## config.mk

```make
export PLATFORM = sky130hd
export DESIGN_NAME = mem_arb_flat
export DESIGN_NICKNAME = d
export VERILOG_FILES = /design/src/rtl/mem_arb_if.sv /design/src/rtl/mem_arb.sv /design/src/flat_wrapper.sv
export SDC_FILE = /design/constraint.sdc
export NUM_CORES = 1
export LEC_CHECK = 0
export CORE_ASPECT_RATIO = 1.5
export CORE_MARGIN = 4
export CORE_UTILIZATION = 39
export CTS_CLUSTER_DIAMETER = 150
export DETAILED_ROUTE_END_ITERATION = 10
export PLACE_DENSITY = 0.85
export SLEW_MARGIN = 20
export SYNTH_ARGS = -nofsm -noshare
export SYNTH_HDL_FRONTEND = slang
export SYNTH_SLANG_ARGS = --single-unit
```

## constraint.sdc

```tcl
create_clock -name MEM_ARB_Clk_in -period 2.49 [get_ports MEM_ARB_Clk_in]
set_clock_uncertainty 0.2 [all_clocks]
set_input_delay 0.747 -clock MEM_ARB_Clk_in [delete_from_list [all_inputs] [get_ports MEM_ARB_Clk_in]]
set_output_delay 0.747 -clock MEM_ARB_Clk_in [all_outputs]
set_load 0.02 [all_outputs]
```

## src/rtl/mem_arb_if.sv

```systemverilog
// mem_arb_if: bus bundle for the two-port memory arbiter.
//   Requester side: instruction fetch port (read only) and data port (read/write),
//   each with a one-cycle Ready completion pulse and a held readdata register.
//   Memory side: registered read/write command, address, writedata and byteenable;
//   the memory returns readdata and a Ready strobe.
//   Status: combinational core stall and sticky timeout flag.
// Modports: slave = arbiter view, master = environment (cores + memory) view.
interface mem_arb_if #(
  parameter int unsigned DATAWIDTH = 32
);
  logic                 MEM_ARB_Ins_Read_in;
  logic [DATAWIDTH-1:0] MEM_ARB_Ins_Addr_InBUS;
  logic [DATAWIDTH-1:0] MEM_ARB_Ins_Readdata_OutBUS;
  logic                 MEM_ARB_Ins_Ready_out;

  logic                 MEM_ARB_Data_Read_in;
  logic                 MEM_ARB_Data_Write_in;
  logic [DATAWIDTH-1:0] MEM_ARB_Data_Addr_InBUS;
  logic [DATAWIDTH-1:0] MEM_ARB_Data_Writedata_InBUS;
  logic [3:0]           MEM_ARB_Data_Byteenable_InBUS;
  logic [DATAWIDTH-1:0] MEM_ARB_Data_Readdata_OutBUS;
  logic                 MEM_ARB_Data_Ready_out;

  logic                 MEM_ARB_Mem_Read_out;
  logic                 MEM_ARB_Mem_Write_out;
  logic [DATAWIDTH-1:0] MEM_ARB_Mem_Addr_OutBUS;
  logic [DATAWIDTH-1:0] MEM_ARB_Mem_Writedata_OutBUS;
  logic [3:0]           MEM_ARB_Mem_Byteenable_OutBUS;
  logic [DATAWIDTH-1:0] MEM_ARB_Mem_Readdata_InBUS;
  logic                 MEM_ARB_Mem_Ready_in;

  logic                 MEM_ARB_Stall_out;
  logic                 MEM_ARB_Timeout_out;

  modport slave (
    input  MEM_ARB_Ins_Read_in, MEM_ARB_Ins_Addr_InBUS,
    output MEM_ARB_Ins_Readdata_OutBUS, MEM_ARB_Ins_Ready_out,
    input  MEM_ARB_Data_Read_in, MEM_ARB_Data_Write_in, MEM_ARB_Data_Addr_InBUS,
    input  MEM_ARB_Data_Writedata_InBUS, MEM_ARB_Data_Byteenable_InBUS,
    output MEM_ARB_Data_Readdata_OutBUS, MEM_ARB_Data_Ready_out,
    output MEM_ARB_Mem_Read_out, MEM_ARB_Mem_Write_out, MEM_ARB_Mem_Addr_OutBUS,
    output MEM_ARB_Mem_Writedata_OutBUS, MEM_ARB_Mem_Byteenable_OutBUS,
    input  MEM_ARB_Mem_Readdata_InBUS, MEM_ARB_Mem_Ready_in,
    output MEM_ARB_Stall_out, MEM_ARB_Timeout_out
  );

  modport master (
    output MEM_ARB_Ins_Read_in, MEM_ARB_Ins_Addr_InBUS,
    input  MEM_ARB_Ins_Readdata_OutBUS, MEM_ARB_Ins_Ready_out,
    output MEM_ARB_Data_Read_in, MEM_ARB_Data_Write_in, MEM_ARB_Data_Addr_InBUS,
    output MEM_ARB_Data_Writedata_InBUS, MEM_ARB_Data_Byteenable_InBUS,
    input  MEM_ARB_Data_Readdata_OutBUS, MEM_ARB_Data_Ready_out,
    input  MEM_ARB_Mem_Read_out, MEM_ARB_Mem_Write_out, MEM_ARB_Mem_Addr_OutBUS,
    input  MEM_ARB_Mem_Writedata_OutBUS, MEM_ARB_Mem_Byteenable_OutBUS,
    output MEM_ARB_Mem_Readdata_InBUS, MEM_ARB_Mem_Ready_in,
    input  MEM_ARB_Stall_out, MEM_ARB_Timeout_out
  );
endinterface

```

## src/rtl/mem_arb.sv

```systemverilog
// mem_arb: arbitrates an instruction-fetch port and a data port onto one memory bus.
//   Ports: MEM_ARB_Clk_in (clock), MEM_ARB_Reset_in (sync active-high reset),
//          bus (mem_arb_if.slave: requester ports, memory port, stall/timeout).
//   Contention alternates between the ports via a last-grant flag; all memory-side
//   outputs, readdata registers and Ready pulses are registered.
//   Optional macro MEM_ARB_TIMEOUT_EN: abort an access after TIMEOUT_CYCLES wait
//   cycles, return zero data, still pulse Ready and set the sticky timeout flag.
module mem_arb #(
  parameter int unsigned DATAWIDTH      = 32,
  parameter int unsigned TIMEOUT_CYCLES = 255
) (
  input logic      MEM_ARB_Clk_in,
  input logic      MEM_ARB_Reset_in,
  mem_arb_if.slave bus
);

  typedef enum logic [1:0] {StIdle, StIns, StData, StDone} state_e;

  state_e               state_q, state_d;
  logic                 mem_read_q, mem_read_d;
  logic                 mem_write_q, mem_write_d;
  logic [DATAWIDTH-1:0] mem_addr_q, mem_addr_d;
  logic [DATAWIDTH-1:0] mem_wdata_q, mem_wdata_d;
  logic [3:0]           mem_be_q, mem_be_d;
  logic [DATAWIDTH-1:0] ins_rdata_q, ins_rdata_d;
  logic [DATAWIDTH-1:0] data_rdata_q, data_rdata_d;
  logic                 ins_ready_q, ins_ready_d;
  logic                 data_ready_q, data_ready_d;
  logic                 last_data_q, last_data_d; // 1: last grant went to the data port
  logic                 data_req;

  assign data_req = bus.MEM_ARB_Data_Read_in | bus.MEM_ARB_Data_Write_in;

`ifdef MEM_ARB_TIMEOUT_EN
  localparam int unsigned CntW =
      ($clog2(TIMEOUT_CYCLES + 1) > 8) ? $clog2(TIMEOUT_CYCLES + 1) : 8;
  logic [CntW-1:0] wait_cnt_q, wait_cnt_d;
  logic            timeout_q, timeout_d;
`else
  logic unused_timeout_cfg;
  assign unused_timeout_cfg = ^TIMEOUT_CYCLES;
`endif

  always_comb begin
    state_d      = state_q;
    mem_read_d   = mem_read_q;
    mem_write_d  = mem_write_q;
    mem_addr_d   = mem_addr_q;
    mem_wdata_d  = mem_wdata_q;
    mem_be_d     = mem_be_q;
    ins_rdata_d  = ins_rdata_q;
    data_rdata_d = data_rdata_q;
    ins_ready_d  = 1'b0;
    data_ready_d = 1'b0;
    last_data_d  = last_data_q;
`ifdef MEM_ARB_TIMEOUT_EN
    wait_cnt_d   = wait_cnt_q;
    timeout_d    = timeout_q;
`endif

    case (state_q)
      StIdle: begin
        // Data wins when alone, or under contention if fetch was granted last.
        if (data_req && (!bus.MEM_ARB_Ins_Read_in || !last_data_q)) begin
          state_d     = StData;
          last_data_d = 1'b1;
          // Read+write together is a write.
          mem_write_d = bus.MEM_ARB_Data_Write_in;
          mem_read_d  = !bus.MEM_ARB_Data_Write_in;
          mem_addr_d  = bus.MEM_ARB_Data_Addr_InBUS;
          mem_wdata_d = bus.MEM_ARB_Data_Writedata_InBUS;
          mem_be_d    = bus.MEM_ARB_Data_Byteenable_InBUS;
`ifdef MEM_ARB_TIMEOUT_EN
          wait_cnt_d  = '0;
`endif
        end else if (bus.MEM_ARB_Ins_Read_in) begin
          state_d     = StIns;
          last_data_d = 1'b0;
          mem_read_d  = 1'b1;
          mem_write_d = 1'b0;
          mem_addr_d  = bus.MEM_ARB_Ins_Addr_InBUS;
          mem_wdata_d = '0;
          mem_be_d    = 4'b1111;
`ifdef MEM_ARB_TIMEOUT_EN
          wait_cnt_d  = '0;
`endif
        end
      end
      StIns, StData: begin
        if (bus.MEM_ARB_Mem_Ready_in) begin
          mem_read_d  = 1'b0;
          mem_write_d = 1'b0;
          state_d     = StDone;
          if (state_q == StIns) begin
            ins_rdata_d = bus.MEM_ARB_Mem_Readdata_InBUS;
            ins_ready_d = 1'b1;
          end else begin
            if (mem_read_q) data_rdata_d = bus.MEM_ARB_Mem_Readdata_InBUS;
            data_ready_d = 1'b1;
          end
        end
`ifdef MEM_ARB_TIMEOUT_EN
        // This wait cycle is the TIMEOUT_CYCLES-th one without Ready.
        else if (wait_cnt_q == CntW'(TIMEOUT_CYCLES - 1)) begin
          mem_read_d  = 1'b0;
          mem_write_d = 1'b0;
          timeout_d   = 1'b1;
          state_d     = StDone;
          if (state_q == StIns) begin
            ins_rdata_d = '0;
            ins_ready_d = 1'b1;
          end else begin
            data_rdata_d = '0;
            data_ready_d = 1'b1;
          end
        end else begin
          wait_cnt_d = wait_cnt_q + 1'b1;
        end
`endif
      end
      StDone:  state_d = StIdle;
      default: state_d = StIdle;
    endcase
  end

  always_ff @(posedge MEM_ARB_Clk_in) begin
    if (MEM_ARB_Reset_in) begin
      state_q      <= StIdle;
      mem_read_q   <= 1'b0;
      mem_write_q  <= 1'b0;
      mem_addr_q   <= '0;
      mem_wdata_q  <= '0;
      mem_be_q     <= '0;
      ins_rdata_q  <= '0;
      data_rdata_q <= '0;
      ins_ready_q  <= 1'b0;
      data_ready_q <= 1'b0;
      last_data_q  <= 1'b0;
`ifdef MEM_ARB_TIMEOUT_EN
      wait_cnt_q   <= '0;
      timeout_q    <= 1'b0;
`endif
    end else begin
      state_q      <= state_d;
      mem_read_q   <= mem_read_d;
      mem_write_q  <= mem_write_d;
      mem_addr_q   <= mem_addr_d;
      mem_wdata_q  <= mem_wdata_d;
      mem_be_q     <= mem_be_d;
      ins_rdata_q  <= ins_rdata_d;
      data_rdata_q <= data_rdata_d;
      ins_ready_q  <= ins_ready_d;
      data_ready_q <= data_ready_d;
      last_data_q  <= last_data_d;
`ifdef MEM_ARB_TIMEOUT_EN
      wait_cnt_q   <= wait_cnt_d;
      timeout_q    <= timeout_d;
`endif
    end
  end

  assign bus.MEM_ARB_Mem_Read_out          = mem_read_q;
  assign bus.MEM_ARB_Mem_Write_out         = mem_write_q;
  assign bus.MEM_ARB_Mem_Addr_OutBUS       = mem_addr_q;
  assign bus.MEM_ARB_Mem_Writedata_OutBUS  = mem_wdata_q;
  assign bus.MEM_ARB_Mem_Byteenable_OutBUS = mem_be_q;
  assign bus.MEM_ARB_Ins_Readdata_OutBUS   = ins_rdata_q;
  assign bus.MEM_ARB_Data_Readdata_OutBUS  = data_rdata_q;
  assign bus.MEM_ARB_Ins_Ready_out         = ins_ready_q;
  assign bus.MEM_ARB_Data_Ready_out        = data_ready_q;

  assign bus.MEM_ARB_Stall_out = (bus.MEM_ARB_Ins_Read_in | data_req) &
                                 ~(ins_ready_q | data_ready_q);

`ifdef MEM_ARB_TIMEOUT_EN
  assign bus.MEM_ARB_Timeout_out = timeout_q;
`else
  assign bus.MEM_ARB_Timeout_out = 1'b0;
`endif

endmodule
```

## src/flat_wrapper.sv

```systemverilog
// flat-port wrapper written by rule: the top's interface ports become plain ports
module mem_arb_flat 
#(
  parameter int unsigned DATAWIDTH      = 32,
  parameter int unsigned TIMEOUT_CYCLES = 255
)
  (MEM_ARB_Clk_in, MEM_ARB_Reset_in, bus_MEM_ARB_Ins_Read_in, bus_MEM_ARB_Ins_Addr_InBUS, bus_MEM_ARB_Ins_Readdata_OutBUS, bus_MEM_ARB_Ins_Ready_out, bus_MEM_ARB_Data_Read_in, bus_MEM_ARB_Data_Write_in, bus_MEM_ARB_Data_Addr_InBUS, bus_MEM_ARB_Data_Writedata_InBUS, bus_MEM_ARB_Data_Byteenable_InBUS, bus_MEM_ARB_Data_Readdata_OutBUS, bus_MEM_ARB_Data_Ready_out, bus_MEM_ARB_Mem_Read_out, bus_MEM_ARB_Mem_Write_out, bus_MEM_ARB_Mem_Addr_OutBUS, bus_MEM_ARB_Mem_Writedata_OutBUS, bus_MEM_ARB_Mem_Byteenable_OutBUS, bus_MEM_ARB_Mem_Readdata_InBUS, bus_MEM_ARB_Mem_Ready_in, bus_MEM_ARB_Stall_out, bus_MEM_ARB_Timeout_out);
  mem_arb_if #(.DATAWIDTH(DATAWIDTH)) bus_i ();
  input logic MEM_ARB_Clk_in;
  input logic MEM_ARB_Reset_in;
  input wire logic [$bits(bus_i.MEM_ARB_Ins_Read_in)-1:0] bus_MEM_ARB_Ins_Read_in;
  input wire logic [$bits(bus_i.MEM_ARB_Ins_Addr_InBUS)-1:0] bus_MEM_ARB_Ins_Addr_InBUS;
  output wire logic [$bits(bus_i.MEM_ARB_Ins_Readdata_OutBUS)-1:0] bus_MEM_ARB_Ins_Readdata_OutBUS;
  output wire logic [$bits(bus_i.MEM_ARB_Ins_Ready_out)-1:0] bus_MEM_ARB_Ins_Ready_out;
  input wire logic [$bits(bus_i.MEM_ARB_Data_Read_in)-1:0] bus_MEM_ARB_Data_Read_in;
  input wire logic [$bits(bus_i.MEM_ARB_Data_Write_in)-1:0] bus_MEM_ARB_Data_Write_in;
  input wire logic [$bits(bus_i.MEM_ARB_Data_Addr_InBUS)-1:0] bus_MEM_ARB_Data_Addr_InBUS;
  input wire logic [$bits(bus_i.MEM_ARB_Data_Writedata_InBUS)-1:0] bus_MEM_ARB_Data_Writedata_InBUS;
  input wire logic [$bits(bus_i.MEM_ARB_Data_Byteenable_InBUS)-1:0] bus_MEM_ARB_Data_Byteenable_InBUS;
  output wire logic [$bits(bus_i.MEM_ARB_Data_Readdata_OutBUS)-1:0] bus_MEM_ARB_Data_Readdata_OutBUS;
  output wire logic [$bits(bus_i.MEM_ARB_Data_Ready_out)-1:0] bus_MEM_ARB_Data_Ready_out;
  output wire logic [$bits(bus_i.MEM_ARB_Mem_Read_out)-1:0] bus_MEM_ARB_Mem_Read_out;
  output wire logic [$bits(bus_i.MEM_ARB_Mem_Write_out)-1:0] bus_MEM_ARB_Mem_Write_out;
  output wire logic [$bits(bus_i.MEM_ARB_Mem_Addr_OutBUS)-1:0] bus_MEM_ARB_Mem_Addr_OutBUS;
  output wire logic [$bits(bus_i.MEM_ARB_Mem_Writedata_OutBUS)-1:0] bus_MEM_ARB_Mem_Writedata_OutBUS;
  output wire logic [$bits(bus_i.MEM_ARB_Mem_Byteenable_OutBUS)-1:0] bus_MEM_ARB_Mem_Byteenable_OutBUS;
  input wire logic [$bits(bus_i.MEM_ARB_Mem_Readdata_InBUS)-1:0] bus_MEM_ARB_Mem_Readdata_InBUS;
  input wire logic [$bits(bus_i.MEM_ARB_Mem_Ready_in)-1:0] bus_MEM_ARB_Mem_Ready_in;
  output wire logic [$bits(bus_i.MEM_ARB_Stall_out)-1:0] bus_MEM_ARB_Stall_out;
  output wire logic [$bits(bus_i.MEM_ARB_Timeout_out)-1:0] bus_MEM_ARB_Timeout_out;
  assign bus_i.MEM_ARB_Ins_Read_in = bus_MEM_ARB_Ins_Read_in;
  assign bus_i.MEM_ARB_Ins_Addr_InBUS = bus_MEM_ARB_Ins_Addr_InBUS;
  assign bus_MEM_ARB_Ins_Readdata_OutBUS = bus_i.MEM_ARB_Ins_Readdata_OutBUS;
  assign bus_MEM_ARB_Ins_Ready_out = bus_i.MEM_ARB_Ins_Ready_out;
  assign bus_i.MEM_ARB_Data_Read_in = bus_MEM_ARB_Data_Read_in;
  assign bus_i.MEM_ARB_Data_Write_in = bus_MEM_ARB_Data_Write_in;
  assign bus_i.MEM_ARB_Data_Addr_InBUS = bus_MEM_ARB_Data_Addr_InBUS;
  assign bus_i.MEM_ARB_Data_Writedata_InBUS = bus_MEM_ARB_Data_Writedata_InBUS;
  assign bus_i.MEM_ARB_Data_Byteenable_InBUS = bus_MEM_ARB_Data_Byteenable_InBUS;
  assign bus_MEM_ARB_Data_Readdata_OutBUS = bus_i.MEM_ARB_Data_Readdata_OutBUS;
  assign bus_MEM_ARB_Data_Ready_out = bus_i.MEM_ARB_Data_Ready_out;
  assign bus_MEM_ARB_Mem_Read_out = bus_i.MEM_ARB_Mem_Read_out;
  assign bus_MEM_ARB_Mem_Write_out = bus_i.MEM_ARB_Mem_Write_out;
  assign bus_MEM_ARB_Mem_Addr_OutBUS = bus_i.MEM_ARB_Mem_Addr_OutBUS;
  assign bus_MEM_ARB_Mem_Writedata_OutBUS = bus_i.MEM_ARB_Mem_Writedata_OutBUS;
  assign bus_MEM_ARB_Mem_Byteenable_OutBUS = bus_i.MEM_ARB_Mem_Byteenable_OutBUS;
  assign bus_i.MEM_ARB_Mem_Readdata_InBUS = bus_MEM_ARB_Mem_Readdata_InBUS;
  assign bus_i.MEM_ARB_Mem_Ready_in = bus_MEM_ARB_Mem_Ready_in;
  assign bus_MEM_ARB_Stall_out = bus_i.MEM_ARB_Stall_out;
  assign bus_MEM_ARB_Timeout_out = bus_i.MEM_ARB_Timeout_out;
  mem_arb #(.DATAWIDTH(DATAWIDTH), .TIMEOUT_CYCLES(TIMEOUT_CYCLES)) u_core (.MEM_ARB_Clk_in(MEM_ARB_Clk_in), .MEM_ARB_Reset_in(MEM_ARB_Reset_in), .bus(bus_i));
endmodule
```

---- Yosys cells after proc, flatten, opt, wreduce, memory -nomap -nowiden ----
Index checks and enable logic that the tools add are counted.
Widths: inputs -> output; s select.
cells by class
  equal/unequal tests ..................... 5
  mux-type cells .......................... 20
  bitwise operators ....................... 8
  reductions and logical operators ........ 15
operator list
  cell                number
  $mux 32             4
  $mux 1              8
  $mux 4              2
  $mux 2              3
  $pmux 2 s3          1
  $reduce_and 3->1    2
  $eq 2x2->1 const B  2
  $not 1->1           4
  $pmux 1 s2          2
  $reduce_and 2->1    2
  $reduce_and 4->1    1
  $reduce_bool 2->1   2
  $logic_not 1->1     3
  $ne 3x2->1 const B  1
  $or 1x1->1          3
  $reduce_or 3->1     1
  $eq 2x1->1 const B  1
  $logic_not 2->1     1
  $ne 2x2->1 const B  1
  $reduce_or 2->1     1
  $and 1x1->1         1
  $logic_and 1x1->1   1
  $logic_or 1x1->1    1
word-level totals
  register bits ........................... 139
  word-level logic and storage cells ...... 59

---- Longest topological paths before layout ----
  word-level depth ........................ 5
  gate-level depth with buffers ........... 8
  gate-level depth less buffers ........... 5

---- Worst setup path before layout ----
Ideal clock, no wire load.
  path type ............................... in2out
  from .................................... input bus_MEM_ARB_Ins_Read_in
  to ...................................... output bus_MEM_ARB_Stall_out
  data arrival time ....................... 1,235 ps
  required time ........................... 1,543 ps
  path slack .............................. 308 ps
  stages .................................. 2
  cell sequence ........................... nor3_1 nor3_1
on the way
  cells in the longest elaborated chain, start to end .. 2
ends and longest elaborated chain
  element          line                source
  start, declared  flat_wrapper.sv:11  input wire logic [$bits(bus_i.MEM_ARB_Ins_Read_in)-1:0] bus_MEM_ARB_Ins_Read_in;
  $or 1x1->1       mem_arb.sv:172      assign bus.MEM_ARB_Stall_out = (bus.MEM_ARB_Ins_Read_in | data_req) &
  $and 1x1->1      mem_arb.sv:172
  end, declared    flat_wrapper.sv:29  output wire logic [$bits(bus_i.MEM_ARB_Stall_out)-1:0] bus_MEM_ARB_Stall_out;
Every way passes these cells.

---- Final worst setup path ----
  from .................................... input bus_MEM_ARB_Data_Read_in
  to ...................................... output bus_MEM_ARB_Stall_out
on the way
  cells in the longest elaborated chain, start to end .. 3
ends and longest elaborated chain
  element          line                source
  start, declared  flat_wrapper.sv:15  input wire logic [$bits(bus_i.MEM_ARB_Data_Read_in)-1:0] bus_MEM_ARB_Data_Read_in;
  $or 1x1->1       mem_arb.sv:32       assign data_req = bus.MEM_ARB_Data_Read_in | bus.MEM_ARB_Data_Write_in;
  $or 1x1->1       mem_arb.sv:172
  $and 1x1->1      mem_arb.sv:172
Every way passes these cells.

==> flow_metrics.tcl <==
set metrics [dict create \
    drt.antenna.violating_nets 0 \
    pwr-share-seq_pct 33.7 \
    post-cts-setup-buffers 0 \
    outcome "finished, final reports clean" \
    finalSetupViolCount 0 \
    crit_family "buffers and inverters" \
    p_switching_uw 2910 \
    gr-usage-all-layers_pct 22.0 \
    drv_cap 0 \
    grt_pass1_wl_um 26400 \
    yosys.cell_types.count 29 \
    final_max_slew_viol_count 0 \
    critPathMaxFanout 2 \
    die_y_um 149 \
    insertedDiodeCount 0 \
    cp-start-kind "input port" \
    layout_common_cells "269 x clkdlybuf4s50_1, 199 x nand2_1, 139 x dfxtp_1" \
    crit_slowest_cell "nor3_2" \
    overflow 0 \
    clockPowerShare_pct 28.9 \
    required_ns 1.54 \
    cts_sinks 139 \
    antenna_found_initial 0 \
    placedCellCount 1023 \
    clock.fmax_mhz 408 \
    insertion_delay_ns 0.40 \
    grt_setup_unrepaired "false" \
    synth_area_um2 5170 \
    via_count 5400 \
    cts-root-buf "clkbuf_16" \
    rrSetupSlack_ns 0.61 \
    start_util_pct 39.7 \
    p_int_uw 5610 \
    hp-class "flip-flop to flip-flop" \
    cp_num_buf_inv 3 \
    synthCells 625 \
    area_growth_pct 69.4 \
    finalHoldViolations 0 \
    rows 51 \
    p_sw_share_pct 34.1 \
    viasPerCell 5.12 \
    crit_path_end_kind "primary output" \
    path_cells "clkdlybuf4s15_1 > nor3_2 > buf_4 > nor3_2 > buf_4" \
    pwr-share-comb_pct 37.4 \
    num-nets-final 1025 \
    ios 276 \
    drt_iter0_drc 182 \
    firstDrtPassIters 5 \
    dp_hpwl_um 12000 \
    drive_above_1_share_pct 7.25 \
    cpPeakStageDelay_ns 0.21 \
    drc_errors 0 \
    final-instance-count-excl-fill 1055 \
    io_buffers 274 \
    routed_wirelength_um 17100 \
    fin_crit_sh_pct 98.5 \
    yosys_register_bits 139 \
    ys_warn_count 0 \
    clockBufferDepth 2 \
    pre_cts_ws_ns -0.674 \
    yosysSeqAreaShare_pct 53.8 \
    irDropWorstVdd_mv 0.639 \
    syn_nets 767 \
    met1_usage_pct 23.8 \
    utilization_pct 67.3 \
    reg2reg_depth 5 \
    fin_hold_ws_ns 0.251 \
    crit_type "input port to primary output" \
    avgSynthCellArea_um2 8.27 \
    dieWidth_um 102 \
    layout_commonest_cell "clkdlybuf4s50_1" \
    min_path_cells 2 \
    cts_made_buffers 17 \
    fp.coreArea_um2 13000 \
    cts_tree "built" \
    worst_slack_ns 0.0378 \
    grt_pass1_vias 5275 \
    post_drt_wl_per_cell_um 16.2 \
    top_usage_layer "met2" \
    period_minus_slack_ns 2.45 \
    crit_arrival_ns 1.51 \
    leakage_uw 0.00318 \
    h-tree-depth 4 \
    met2_usage_pct 40.0 \
    gp_congestion 0.811 \
    p_per_area_nw_per_um2 972 \
    clk_pin_slew_ns 0.06 \
    crit_cells 5 \
    die-area_um2 15200 \
    met3_usage_pct 5.85 \
    grt_max_degree 102 \
]
[worst reg2reg max path, cell delays in order, from the launching register on]
cell     delay (ns)
dfxtp_1        0.31
inv_1          0.11
ha_1           0.28
buf_4          0.38
nand2_1        0.22
o221a_2        0.29
[per-stage QoR]
stage	instance area, um^2	power (uW)	TNS (ns)
2_1_floorplan	5170	4570	0
4_1_cts	8750	8580	0
3_3_place_gp	8160	6030	-0.751
3_5_place_dp	8160	6090	-1.69
5_1_grt	8750	8940	0
6_report	8750	8510	0
[final timing paths]
check | startpoint | endpoint
worst max-delay path | bus_MEM_ARB_Data_Read_in | bus_MEM_ARB_Stall_out
worst min-delay path | u_core.bus.MEM_ARB_Data_Readdata_OutBUS[19] | u_core.bus.MEM_ARB_Data_Readdata_OutBUS[19]
worst max register to register | u_core.state_q[1] | u_core.bus.MEM_ARB_Mem_Byteenable_OutBUS[3]
worst min register to register | u_core.bus.MEM_ARB_Data_Readdata_OutBUS[19] | u_core.bus.MEM_ARB_Data_Readdata_OutBUS[19]
[synthesized netlist by cell type]
master / number / area share [%]
mux2i_1: 2 / 0.39
dfxtp_1: 139 / 54
conb_1: 1 / 0.073
a32oi_1: 32 / 5.4
ha_1: 4 / 0.97
inv_1: 3 / 0.22
o221a_2: 4 / 0.87
nor3_1: 4 / 0.39
nor2b_1: 1 / 0.12
nor4b_2: 1 / 0.29
a221o_1: 2 / 0.39
and4b_1: 1 / 0.19
o21ai_0: 34 / 3.3
a21boi_0: 1 / 0.15
a2bb2oi_2: 1 / 0.29
and3_1: 2 / 0.24
nand4b_1: 1 / 0.17
o2bb2ai_1: 1 / 0.17
nand2b_1: 2 / 0.24
nand2_1: 199 / 14
o31ai_2: 1 / 0.24
a31oi_1: 32 / 3.9
buf_2: 19 / 1.8
nor2_1: 34 / 2.5
a21oi_1: 66 / 6.4
nand3_1: 1 / 0.097
o31a_1: 1 / 0.17
clkbuf_1: 34 / 2.5
buf_4: 2 / 0.29
[sequential cells by signal, summed over array words and instances (netlist names)]
| register | cells |
|---|---|
| u_core.bus.MEM_ARB_Data_Readdata_OutBUS | 32 |
| u_core.bus.MEM_ARB_Data_Ready_out | 1 |
| u_core.bus.MEM_ARB_Ins_Readdata_OutBUS | 32 |
| u_core.bus.MEM_ARB_Ins_Ready_out | 1 |
| u_core.bus.MEM_ARB_Mem_Addr_OutBUS | 32 |
| u_core.bus.MEM_ARB_Mem_Byteenable_OutBUS | 4 |
| u_core.bus.MEM_ARB_Mem_Read_out | 1 |
| u_core.bus.MEM_ARB_Mem_Write_out | 1 |
| u_core.bus.MEM_ARB_Mem_Writedata_OutBUS | 32 |
| u_core.last_data_q | 1 |
| u_core.state_q | 2 |
[logic make-up (layout without fill, tap and decap cells)]
family                     after synthesis  count (layout)  synth area share [%]
DFF                                    139             139                  53.8
AOI/OAI and AO/OA                      175             175                  21.3
muxes                                    2               2                 0.387
buffers and inverters                   58             329                  4.82
and+or+nand+nor                        246             246                  18.7
adders and majority gates                4               4                 0.968
other                                    1               1                0.0726
[power by group through the flow]
stage	registers, uW	clock network, uW	logic (uW)
2_1_floorplan	3360	0	1200
3_3_place_gp	2890	0	3140
3_5_place_dp	2910	0	3190
4_1_cts	2870	2510	3200
5_1_grt	2920	2600	3420
6_report	2870	2460	3180
[layout make-up]
type / count / area (um^2)
Timing Repair Buffer: 294 / 3000
Multi-Input combinational cell: 428 / 2170
Clock inverter: 11 / 108
Inverter: 3 / 11.3
Sequential cell: 139 / 2780
Tap cell: 159 / 199
Clock buffer: 21 / 480
Fill cell: 1049 / 4260
[metal layers]
metal,vias up,part of all wire [%]
met5,-,0
met4,0,2.7
met3,30,6.4
met2,201,53
met1,2507,37
li1,2662,-
[repair_timing]
item / in CTS / in global routing
pin swaps: 1 / 1
hold buffers: 0 / 0
endpoints found under the hold margin: 0 / 0
endpoints found under the setup margin: 1 / 1
gates resized for setup: 10 / 3
Power figures use the tool's default switching activity.
